--- config.mk ---
export PLATFORM = sky130hd
export DESIGN_NAME = sva_result_collector
export DESIGN_NICKNAME = d
export VERILOG_FILES = /design/src/rtl/sva_result_collector.sv
export SDC_FILE = /design/constraint.sdc
export NUM_CORES = 1
export LEC_CHECK = 0
export CORE_ASPECT_RATIO = 1.5
export CORE_UTILIZATION = 37
export CTS_CLUSTER_DIAMETER = 200
export CTS_CLUSTER_SIZE = 14
export DETAILED_ROUTE_END_ITERATION = 8
export PLACE_DENSITY = 0.6
export REMOVE_ABC_BUFFERS = 1
export SETUP_SLACK_MARGIN = 0.4
export SYNTH_ARGS = -nofsm -noshare
export SYNTH_HDL_FRONTEND = slang
export SYNTH_SLANG_ARGS = --single-unit
--- constraint.sdc ---
create_clock -name sys_clk -period 4.44 [get_ports sys_clk]
set_input_delay 0.444 -clock sys_clk [delete_from_list [all_inputs] [get_ports sys_clk]]
set_output_delay 0.444 -clock sys_clk [all_outputs]
set_load 0.05 [all_outputs]
--- src/rtl/sva_result_collector.sv ---
// Collects pass/fail/lazy results of an assertion checker over a start/stop run.
// Optional fail-stamp FIFO is built only when SVA_COLLECT_FIFO_EN is defined.
module sva_result_collector #(
  parameter int CNT_WIDTH   = 16,
  parameter int STAMP_WIDTH = 8,
  parameter int FIFO_DEPTH  = 4
) (
  input  logic                   sys_clk,
  input  logic                   sys_rst,
  input  logic                   start,
  input  logic                   stop,
  input  logic                   eval_valid,
  input  logic                   succ,
  input  logic                   fail,
  input  logic                   lazy_succ,
  input  logic [STAMP_WIDTH-1:0] stamp,
  output logic [CNT_WIDTH-1:0]   succ_cnt,
  output logic [CNT_WIDTH-1:0]   fail_cnt,
  output logic [CNT_WIDTH-1:0]   lazy_cnt,
  output logic                   first_fail_valid,
  output logic [STAMP_WIDTH-1:0] first_fail_stamp,
  output logic [1:0]             state,
  output logic                   verdict_pass,
  output logic                   verdict_fail,
  output logic                   rd_valid,
  input  logic                   rd_ready,
  output logic [STAMP_WIDTH-1:0] rd_stamp,
  output logic                   ovf
);

  // state | meaning
  // IDLE  | no run since reset
  // RUN   | collecting evaluations
  // DONE  | run stopped, results and verdict held
  typedef enum logic [1:0] {IDLE = 2'd0, RUN = 2'd1, DONE = 2'd2} state_t;

  localparam logic [CNT_WIDTH-1:0] CNT_MAX = '1;
  localparam logic [CNT_WIDTH-1:0] CNT_ONE = {{(CNT_WIDTH-1){1'b0}}, 1'b1};

  state_t st;
  logic   counting;

  // start wins in every state, so evaluations on a start cycle are never counted
  assign counting = (st == RUN) && eval_valid && !start;

  always_ff @(posedge sys_clk) begin
    if (sys_rst) begin
      st               <= IDLE;
      succ_cnt         <= '0;
      fail_cnt         <= '0;
      lazy_cnt         <= '0;
      first_fail_valid <= 1'b0;
      first_fail_stamp <= '0;
    end else if (start) begin
      st               <= RUN;
      succ_cnt         <= '0;
      fail_cnt         <= '0;
      lazy_cnt         <= '0;
      first_fail_valid <= 1'b0;
      first_fail_stamp <= '0;
    end else begin
      if (stop && st == RUN) st <= DONE;
      if (counting) begin
        if (succ && succ_cnt != CNT_MAX)      succ_cnt <= succ_cnt + CNT_ONE;
        if (fail && fail_cnt != CNT_MAX)      fail_cnt <= fail_cnt + CNT_ONE;
        if (lazy_succ && lazy_cnt != CNT_MAX) lazy_cnt <= lazy_cnt + CNT_ONE;
        if (fail && !first_fail_valid) begin
          first_fail_valid <= 1'b1;
          first_fail_stamp <= stamp;
        end
      end
    end
  end

  assign state        = st;
  assign verdict_fail = (st == DONE) && (fail_cnt != '0);
  assign verdict_pass = (st == DONE) && (fail_cnt == '0) && ((succ_cnt | lazy_cnt) != '0);

`ifdef SVA_COLLECT_FIFO_EN
  localparam int AW = $clog2(FIFO_DEPTH);
  localparam logic [AW:0] FULL_LVL = (AW+1)'(FIFO_DEPTH);

  logic [STAMP_WIDTH-1:0] mem [FIFO_DEPTH];
  logic [AW-1:0]          wr_ptr, rd_ptr;
  logic [AW:0]            fill;
  logic                   push, pop, full, do_push;

  assign push    = counting && fail;
  assign pop     = rd_valid && rd_ready;
  assign full    = (fill == FULL_LVL);
  // a pop frees the slot in the same cycle, so a full FIFO still accepts the push
  assign do_push = push && (!full || pop);

  always_ff @(posedge sys_clk) begin
    if (do_push && !sys_rst && !start) mem[wr_ptr] <= stamp;
  end

  always_ff @(posedge sys_clk) begin
    if (sys_rst || start) begin
      wr_ptr <= '0;
      rd_ptr <= '0;
      fill   <= '0;
      ovf    <= 1'b0;
    end else begin
      if (do_push) wr_ptr <= wr_ptr + AW'(1);
      if (pop)     rd_ptr <= rd_ptr + AW'(1);
      if (do_push && !pop)      fill <= fill + (AW+1)'(1);
      else if (pop && !do_push) fill <= fill - (AW+1)'(1);
      if (push && full && !pop) ovf <= 1'b1;
    end
  end

  assign rd_valid = (fill != '0);
  assign rd_stamp = rd_valid ? mem[rd_ptr] : '0;
`else
  logic unused_rd_ready;
  assign unused_rd_ready = rd_ready;
  assign rd_valid        = 1'b0;
  assign rd_stamp        = '0;
  assign ovf             = 1'b0;
`endif

endmodule

# Word-level counts from Yosys, hierarchy flattened
# Cells that the tools add are included.
totals:
  regBits: 59
  in_bits: 17
  output_inout_bits: 71
  elab_cells: 39
op_classes:
  addsub: 3
  eq_ne: 5
  muxes: 2
  bitwise_logic: 1
  n_reduce_logical: 21
ops:
  columns: ["op", "n"]
  rows:
  - ["16-bit by 1-bit adder with 16-bit output (second input constant)", 3]
  - ["16-bit inequality test (second input constant)", 3]
  - ["16-bit nonzero test", 2]
  - ["16-bit logical NOT", 1]
  - ["16-bit bitwise OR", 1]
  - ["1-bit logical AND", 10]
  - ["2-bit AND reduction", 4]
  - ["2-bit by 1-bit == test with 1-bit output (second input constant)", 1]
  - ["2-bit == test (second input constant)", 1]
  - ["1-bit logical NOT", 2]
  - ["1-bit 2-to-1 mux", 2]
  - ["2-bit nonzero test", 1]
  - ["2-bit OR reduction", 1]

# Longest topological paths before layout
# Gate-level depths: netlist of run 1.
logic_depth:
  ltp_word: 4
  mapped_depth: 7
  ltp_nobuf: 5

# Worst setup path after synthesis of run 1
# OpenSTA, ideal clock, no wires.
synth_timing:
  path_kind: "reg2out"
  start: "register succ_cnt[9]"
  end: "output port verdict_pass"
  arrival_ns: 2.773
  t_required_ns: 3.996
  setup_slack_ns: 1.223
  stages_incl_launch_ff: 6
  path_buffers: 1
  cell_sequence: "dfxtp_1 clkbuf_1 nor4_1 nand4_1 nor2_1 nor4b_1"
synth_between:
  elab_chain_cells: 3
synth_lines:
  columns: ["item", "line_no", "rtl"]
  rows:
  - ["start: declaration", "17", "output logic [CNT_WIDTH-1:0] succ_cnt,"]
  - ["start signal: assignment", "64", "if (succ && succ_cnt != CNT_MAX) succ_cnt <= succ_cnt + CNT_ONE;"]
  - ["16-bit bitwise OR", "77", "assign verdict_pass = (st == DONE) && (fail_cnt == '0) && ((succ_cnt | lazy_cnt) != '0);"]
  - ["16-bit nonzero test", "77", null]
  - ["1-bit logical AND", "77", null]
  - ["end: declaration", "23", "output logic verdict_pass,"]
# No other way between the ends.

# Worst setup path after layout of run 1
layout_timing:
  start: "register fail_cnt[0]"
  end: "output port verdict_pass"
layout_between:
  elab_chain_cells: 3
layout_lines:
  columns: ["item", "line_no", "rtl"]
  rows:
  - ["start: declaration", "18", "output logic [CNT_WIDTH-1:0] fail_cnt,"]
  - ["start signal: assignment", "65", "if (fail && fail_cnt != CNT_MAX) fail_cnt <= fail_cnt + CNT_ONE;"]
  - ["16-bit logical NOT", "77", null]
  - ["1-bit logical AND (2 in series)", "77", null]
# No other way between the ends.

==> results of run 1 <==
[cells in the final DEF (no fill, tap or decap), types with 2 or more instances in the layout]
cell / Yosys / final
clkdlybuf4s50_1: 0 / 76
dfxtp_1: 59 / 59
a21oi_1: 37 / 37
nand2_1: 26 / 26
or4_1: 26 / 26
o31ai_1: 24 / 24
nand4_1: 21 / 21
nand3_1: 21 / 21
nor4_1: 17 / 17
or3_1: 15 / 15
nor2_1: 14 / 14
mux2i_1: 14 / 14
o21ai_0: 12 / 12
and4_1: 10 / 10
conb_1: 1 / 10
clkbuf_16: 0 / 9
inv_1: 8 / 8
nor3_1: 5 / 5
o21a_1: 5 / 5
o311ai_0: 4 / 4
ha_1: 4 / 4
or2_2: 3 / 3
and2_1: 3 / 3
bufinv_16: 0 / 3
buf_4: 11 / 3
nor4b_1: 2 / 2
o31a_1: 2 / 2
o41ai_1: 2 / 2
and3_1: 2 / 2
clkbuf_8: 0 / 2
[metal layers]
layer,up-vias,GRT usage [%]
li1,1613,-
met1,1542,24.31
met2,94,34.40
met3,17,3.858
met4,0,8.679
met5,-,0
[state kept, by name, indices dropped and copies added, names as in the netlist]
signal,count
first_fail_valid,1
fail_cnt,16
state,2
first_fail_stamp,8
lazy_cnt,16
succ_cnt,16
[logic make-up after synthesis]
kind of cell,count (synthesis)
mux,14
flops,59
fa+ha+maj,4
buf+inv,35
simple gates,174
other cells,1
compound gates,90
[final cells by class]
cell class	instances	area (um2)	area share (%)
multi-input combinational	292	1866	42.94
clock inverter	4	97.59	2.247
timing repair buffer	79	783.3	18.03
clock buffer	11	252.7	5.818
inverter	8	30.03	0.6912
tap	107	133.9	3.082
sequential	59	1181	27.19
[synth_stat cells]
| cell type | n | area [um2] |
|---|---|---|
| nand2_1 | 26 | 97.59 |
| nor4b_1 | 2 | 17.52 |
| and4bb_2 | 1 | 12.51 |
| or4_1 | 26 | 195.2 |
| ha_1 | 4 | 50.05 |
| inv_1 | 8 | 30.03 |
| o311ai_0 | 4 | 35.03 |
| buf_4 | 11 | 82.58 |
| and3b_2 | 1 | 10.01 |
| nor4_2 | 1 | 12.51 |
| o21a_1 | 5 | 37.54 |
| and4_1 | 10 | 87.58 |
| o31ai_1 | 24 | 180.2 |
| o31a_1 | 2 | 17.52 |
| nand3_1 | 21 | 105.1 |
| a21oi_1 | 37 | 185.2 |
| a2111oi_0 | 1 | 8.760 |
| buf_2 | 2 | 10.01 |
| nor3b_1 | 1 | 7.510 |
| nor2_1 | 14 | 52.55 |
| or3_2 | 1 | 7.510 |
| or3_1 | 15 | 93.84 |
| nand4bb_4 | 1 | 27.53 |
| nand4_2 | 1 | 12.51 |
| mux2i_1 | 14 | 140.1 |
| o21ai_0 | 12 | 60.06 |
| or4_4 | 1 | 11.26 |
| nand2b_1 | 1 | 6.260 |
| or2_2 | 3 | 18.77 |
| and3_1 | 2 | 12.51 |
| nor3_1 | 5 | 25.02 |
| a311o_1 | 1 | 10.01 |
| conb_1 | 1 | 3.750 |
| clkbuf_1 | 14 | 52.55 |
| nor4_1 | 17 | 106.4 |
| a211o_1 | 1 | 8.760 |
| o41ai_1 | 2 | 17.52 |
| nand4_1 | 21 | 131.4 |
| and2_1 | 3 | 18.77 |
| dfxtp_1 | 59 | 1181 |
| a211oi_1 | 1 | 7.510 |
[where the power goes]
part | leakage, uW | internal (uW) | switching (uW)
Clock | 0.000168 | 575 | 241
Combinational | 0.000722 | 21.7 | 47.5
Sequential | 0.000475 | 532 | 2.35
Total | 0.00137 | 1130 | 290
[stage by stage]
step           setup slack [ns]  instance area (um2)
2_1_floorplan             1.248                 3077
3_3_place_gp              1.545                 3994
3_5_place_dp              1.493                 3994
4_1_cts                   1.432                 4344
5_1_grt                   1.342                 4344
6_report                  1.474                 4344
[how the worst max path moves through the flow]
| stage | to | from | depth (start not counted) |
|---|---|---|---|
| floorplan | verdict_pass | fail_cnt[0] | 5 |
| global placement | succ_cnt[13] | start | 5 |
| detailed placement | succ_cnt[7] | start | 5 |
| CTS | verdict_pass | fail_cnt[0] | 6 |
| global route | verdict_pass | fail_cnt[0] | 6 |
| finish | verdict_pass | fail_cnt[0] | 6 |
==> impl_metrics.ini, run 1 <==
[floorplanning]
ioPinCount = 88
die_h_um = 115.7
start_util_pct = 38.13
rows = 41
die_w_um = 77.79
die-area_um2 = 8999
core_area_um2 = 8362

[synth]
synth-xor-area-share_pct = 0
syn_avg_cell_area_um2 = 8.456
synth_compound_area_share_pct = 17.82
syn-instance-count = 377
seq_area_frac_synth_pct = 37.05
synth-simple-area-share_pct = 33.56
synth_fa_ha_area_share_pct = 1.570
ys_seq_elements = 59
syn_area_um2 = 3188
yosys_warnings = 0
synth_mux_area_share_pct = 4.396
synth_top_family_by_area = simple AND/OR/NAND/NOR gates
post_synth_num_cell_types = 41

[detailed_routing]
met2_length_um = 4350
wl_met3_um = 395
postRouteAntennaNets = 0
remaining_drc_errors = 0
dr.max_layer_used = met4
wl_met1_um = 3787
drt-pass1-iter-count = 4
vias = 3266
finalWirelength_um = 8691
drtIter0Drc = 136
viasPerCell = 5.832
wl_per_cell_um = 15.52

[critical_path]
cp_common_cell = nor4b_1
crit_path_max_fanout = 6
path_delay_family = buffers and inverters
r2r_cells = 4
critPathKind = reg -> out
rrSetupSlack_ns = 2.22
critPathBufInv = 2
r2r_end = succ_cnt[13]
startpoint_type = flip-flop
r2r_start = state[0]
worstPathCellList = inv_1 -> ha_1 -> nor4b_1 -> nand4_1 -> nor4b_1 -> clkdlybuf4s50_1
crit_required_ns = 4.00
worstPathArrival_ns = 2.52
cp_slowest_cell = clkdlybuf4s50_1
crit_path_end_kind = output port
cpPeakStageDelay_ns = 0.85

[cts]
clk_latency_ns = 0.33
root_buffer = clkbuf_16
path_clk_slew_ns = 0.05
postCtsHoldBufs = 0
h-tree-depth = 3
cts-resized-gates = 0
clock_path_buffers = 2
numClockSinks = 59
post_cts_buffers = 0
cts_buffers = 9
cts_tree = done

[final_layout]
final_nets = 470
layout-drive-gt1-share_pct = 6.181
diodes = 0
fin_util_pct = 51.95
fillCellCount = 800
syn_to_final_growth_pct = 36.26
instances_no_fill = 560

[run]
maxCapViolCount = 0

[worst_hold_path]
hp-start = first_fail_valid
min_to = first_fail_valid
hold_depth = 1
min_path_type = reg -> reg

[grt]
grt_pass1_vias = 2867
grt_max_degree = 48
grt.overflow.total = 0
track_usage_pct = 20.03
antenna_found_initial = 0
grt_pass1_wl_um = 14080

[sta]
period_share_pct = 66.81
max_slew.worst_pin.slew_ns = 0.9725
hold_slack_ns = 0.4864
hold_viol = 0
finalClockSkew_ns = 0.006880
setup_viol = 0
worst_slew_margin_rel_pct = 35.17
rsz0062_at_grt = false
final-max-slew-violation-count = 0
finalCriticalPeriod_ns = 2.966
setup_tns_ns = 0
max_freq_mhz = 337.1

[place]
numPortBuffers = 76
gp_congestion = 0.8412
place_hpwl_um = 6034
placed_cells = 545

[outcome]
status = completed

[pwr]
ir_drop_uv = 221.1
p_leak_uw = 0.001365
power_uw = 1419
power.density_nw_per_um2 = 326.6
Power figures use the tool's default switching activity.
==> inputs of run 2 (changes only) <==
Clock period 4.44 ns to 2.8 ns, I/O delays scaled along.
==> impl_metrics.ini, run 2 (synthesis results as in run 1) <==
[detailed_routing]
wl_per_cell_um = 15.91
drtIter0Drc = 197
remaining_drc_errors = 0
vias = 3329
viasPerCell = 5.892
postRouteAntennaNets = 0
drt-pass1-iter-count = 4
finalWirelength_um = 8987

[critical_path]
worstPathCellList = inv_1 -> ha_1 -> nor4b_1 -> nand4_1 -> nor4b_1 -> buf_2
r2r_cells = 5
crit_required_ns = 2.52
critPathBufInv = 2
rrSetupSlack_ns = 0.62
cpPeakStageDelay_ns = 0.36
cp-endpoint = verdict_pass
startpoint_type = flip-flop
worstPathArrival_ns = 1.92
crit_path_max_fanout = 6
path_delay_family = simple AND/OR/NAND/NOR gates
crit_path_end_kind = output port
startpoint = fail_cnt[0]
cp_slowest_cell = dfxtp_1
r2r_end = fail_cnt[8]
critPathKind = reg -> out
cp_common_cell = nor4b_1
cp.depth = 6
r2r_start = fail_cnt[0]

[place]
place_hpwl_um = 6160
gp_congestion = 0.8221
dp_slack_ns = 0.3783
place_area_um2 = 4024
numPortBuffers = 76

[sta]
hold_viol = 0
max_freq_mhz = 455.1
setup_viol = 0
max_slew.worst_pin.slew_ns = 0.8842
period_share_pct = 78.47
hold_slack_ns = 0.4887
final-max-slew-violation-count = 0
finalClockSkew_ns = 0.006635
setup_ws_ns = 0.6029
finalCriticalPeriod_ns = 2.197
rsz0062_at_grt = true
worst_slew_margin_rel_pct = 41.06

[grt]
grt_max_degree = 44
grt_pass1_wl_um = 14450
grt.overflow.total = 0
track_usage_pct = 20.53
antenna_found_initial = 0
grt_pass1_vias = 2882

[cts]
numClockSinks = 59
clock_path_buffers = 2
cts_buffers = 9
clk_latency_ns = 0.33
cts_tree = done
root_buffer = clkbuf_16
path_clk_slew_ns = 0.05
post_cts_buffers = 0
h-tree-depth = 3

[floorplanning]
die-area_um2 = 8999
die_h_um = 115.7
rows = 41
start_util_pct = 38.13
die_w_um = 77.79
ioPinCount = 88
core_area_um2 = 8362

[final_layout]
layout_commonest_cell = clkdlybuf4s50_1
diodes = 0
most-common-layout-cells = clkdlybuf4s50_1 (74), dfxtp_1 (59), a21oi_1 (37)
syn_to_final_growth_pct = 36.19
fin_util_pct = 51.92
largestRegisters = fail_cnt (16), lazy_cnt (16), succ_cnt (16)
final_nets = 474
layout-drive-gt1-share_pct = 7.642
design_area_um2 = 4342

[pwr]
power.density_nw_per_um2 = 499.3
p_leak_uw = 0.001374
power_uw = 2168
ir_drop_uv = 308.2

[outcome]
status = completed

[run]
maxCapViolCount = 0

[worst_hold_path]
hold_depth = 1
min_path_type = reg -> reg
run 2: worst register-to-register path, delay by kind of cell (launching register included):
kind / cells / cell delay [ns]
adders and majority gates: 1 / 0.25
DFF: 1 / 0.42
AOI/OAI and AO/OA: 1 / 0.14
and+or+nand+nor: 3 / 1.30
run 2: how the worst min path moves through the flow:
stage,startpoint,endpoint,slack [ns]
floorplan,sys_rst,state[0],0.35
global placement,first_fail_valid,first_fail_valid,0.47
detailed placement,first_fail_valid,first_fail_valid,0.48
CTS,first_fail_valid,first_fail_valid,0.50
global route,first_fail_stamp[1],first_fail_stamp[1],0.51
finish,first_fail_valid,first_fail_valid,0.49
run 2: stage by stage:
step | TNS (ns) | instances
after floorplan | -0.2279 | 359
after detailed placement | 0 | 549
final | 0 | 565
after global placement | 0 | 549
after CTS | 0 | 565
after global routing | 0 | 565
run 2: routing by layer:
| layer | GRT usage, % | wire [um] | vias up |
|---|---|---|---|
| li1 | - | - | 1622 |
| met1 | 24.35 | 3858 | 1591 |
| met2 | 35.22 | 4524 | 104 |
| met3 | 4.488 | 436 | 12 |
| met4 | 9.560 | 167 | 0 |
| met5 | 0 | 0 | - |
run 2: what timing repair did:
action	in CTS	in global routing
hold buffers	0	0
endpoints found under the setup margin	2	2
gates resized for setup	2	6
cloned	0	0
run 2: power breakdown:
part           switching [uW]  total, uW  internal, uW
Sequential               3.78        846           843
Clock                     407       1210           802
Combinational            75.0        112          37.2
run 2: layout make-up:
cell class	instances	area, um2
Tap cell	107	133.9
Fill cell	804	4020
Timing Repair Buffer	83	803.3
Clock inverter	6	88.84
Multi-Input combinational cell	292	1866
Inverter	8	30.03
Sequential cell	59	1181
Clock buffer	10	239.0
==> inputs of run 3 (changes only) <==
Clock period 2.8 ns to 2.2 ns, I/O delays scaled along.
==> impl_metrics.ini, run 3 (synthesis results as in run 1) <==
[run]
maxCapViolCount = 0

[grt]
grt.overflow.total = 0
grt_pass1_vias = 3248
grt_max_degree = 20
antenna_found_initial = 1
grt_pass1_wl_um = 16060
track_usage_pct = 22.82

[floorplanning]
core_area_um2 = 8362
rows = 41
ioPinCount = 88
start_util_pct = 38.13
die_h_um = 115.7
die_w_um = 77.79
die-area_um2 = 8999

[final_layout]
layout_commonest_cell = dlygate4sd2_1
final_nets = 520
layout-drive-gt1-share_pct = 27.98
syn_to_final_growth_pct = 57.65
most-common-layout-cells = dlygate4sd2_1 (47), dfxtp_1 (43), buf_4 (43)
largestRegisters = fail_cnt (16), lazy_cnt (16), succ_cnt (16)
fin_util_pct = 60.11

[sta]
period_share_pct = 92.98
setup_ws_ns = 0.1544
finalClockSkew_ns = 0.005767
max_slew.worst_pin.slew_ns = 0.5145
hold_viol = 0
setup_viol = 0
final-max-slew-violation-count = 0
finalCriticalPeriod_ns = 2.046
worst_slew_margin_rel_pct = 65.59
rsz0062_at_grt = true
max_freq_mhz = 488.9

[worst_hold_path]
min_path_type = in -> reg

[cts]
numClockSinks = 59
clk_latency_ns = 0.33
clock_path_buffers = 2
path_clk_slew_ns = 0.06
cts_tree = done
h-tree-depth = 3
cts_buffers = 9
root_buffer = clkbuf_16
postCtsHoldBufs = 0

[critical_path]
worstPathArrival_ns = 1.83
crit_path_end_kind = output port
r2r_start = fail_cnt[0]
r2r_end = fail_cnt[7]
crit_path_max_fanout = 2
startpoint_type = flip-flop
rrSetupSlack_ns = 0.18
startpoint = fail_cnt[0]
crit_required_ns = 1.98
r2r_cells = 10
cp-endpoint = verdict_pass
critPathKind = reg -> out

[detailed_routing]
drt-pass1-iter-count = 6
finalWirelength_um = 10280
remaining_drc_errors = 0
viasPerCell = 5.850
wl_per_cell_um = 16.80
vias = 3580
postRouteAntennaNets = 0
drtIter0Drc = 154

[outcome]
status = completed

[pwr]
p_leak_uw = 0.001971
power.density_nw_per_um2 = 554.1
ir_drop_uv = 375.8

[place]
numPortBuffers = 76
dp_slack_ns = -0.06582
place_hpwl_um = 6668
gp_congestion = 0.8462
[run 3: changes by cell type in the layout (fill, tap and decap cells not counted), sizes merged]
cell,before,now
buf,8,55
clkbuf,11,10
clkdlybuf4s50,74,23
diode,0,1
dlygate4sd2,0,47
dlymetal6s2s,0,4
[run 3: worst max-delay path, stage by stage (launching register included)]
cell and delay (ns):
dfxtp_4 0.35, inv_4 0.06, ha_4 0.13, nor4b_4 0.18, nand4_1 0.19, nor4b_2 0.30
buf_4 0.16, buf_12 0.12
[run 3: layer usage]
layer / vias to the layer above / global-route usage, % / share of wire (%)
met4: 0 / 11.57 / 1.8
met2: 130 / 39.82 / 52
met1: 1712 / 26.04 / 41
met3: 20 / 5.197 / 5.2
met5: - / 0 / 0
li1: 1718 / - / -
[run 3: what timing repair did]
item | CTS | global route
gates resized for setup | 85 | 58
buffers inserted | 11 | 12
endpoints found under the hold margin | 0 | 0
pin swaps | 17 | 34
cloned | 1 | 1
setup endpoints to repair | 91 | 41
[run 3: through the flow]
stage	cell area (um2)	hold slack (ns)	std cells	TNS (ns)	power, uW
global placement	4214	0.4699	570	-0.06869	1255
CTS	4708	0.3352	598	0	2803
global route	5026	0.3644	612	0	2882
floorplan	3077	0.2924	359	-4.007	1182
detailed placement	4214	0.4878	570	-0.2874	1256
finish	5026	0.3403	612	0	2785
[run 3: cell type report]
class / count / area (um2)
fillers: 746 / 3336
multi-input cells: 292 / 2140
flip-flops and latches: 59 / 1211
repair buffers: 129 / 1179
clock buffers: 10 / 239.0
well taps: 107 / 133.9
clock inverters: 6 / 88.84
inverters: 8 / 32.53
diodes: 1 / 2.502
[run 3: worst min-delay path by stage]
stage | from | to | slack [ns] | depth (start not counted)
after floorplan | sys_rst | state[0] | 0.29 | 1
after global placement | first_fail_valid | first_fail_valid | 0.47 | 1
after detailed placement | first_fail_stamp[1] | first_fail_stamp[1] | 0.49 | 2
after CTS | start | state[0] | 0.34 | 3
after global routing | start | state[0] | 0.36 | 3
final | start | state[0] | 0.34 | 3
[run 3: where the power goes]
| group | internal [uW] | total, uW | switching (uW) |
|---|---|---|---|
| sequential | 1070 | 1070 | 5.07 |
| combinational | 60.8 | 164 | 103 |
| clock | 1020 | 1550 | 526 |
| total | 2150 | 2780 | 634 |
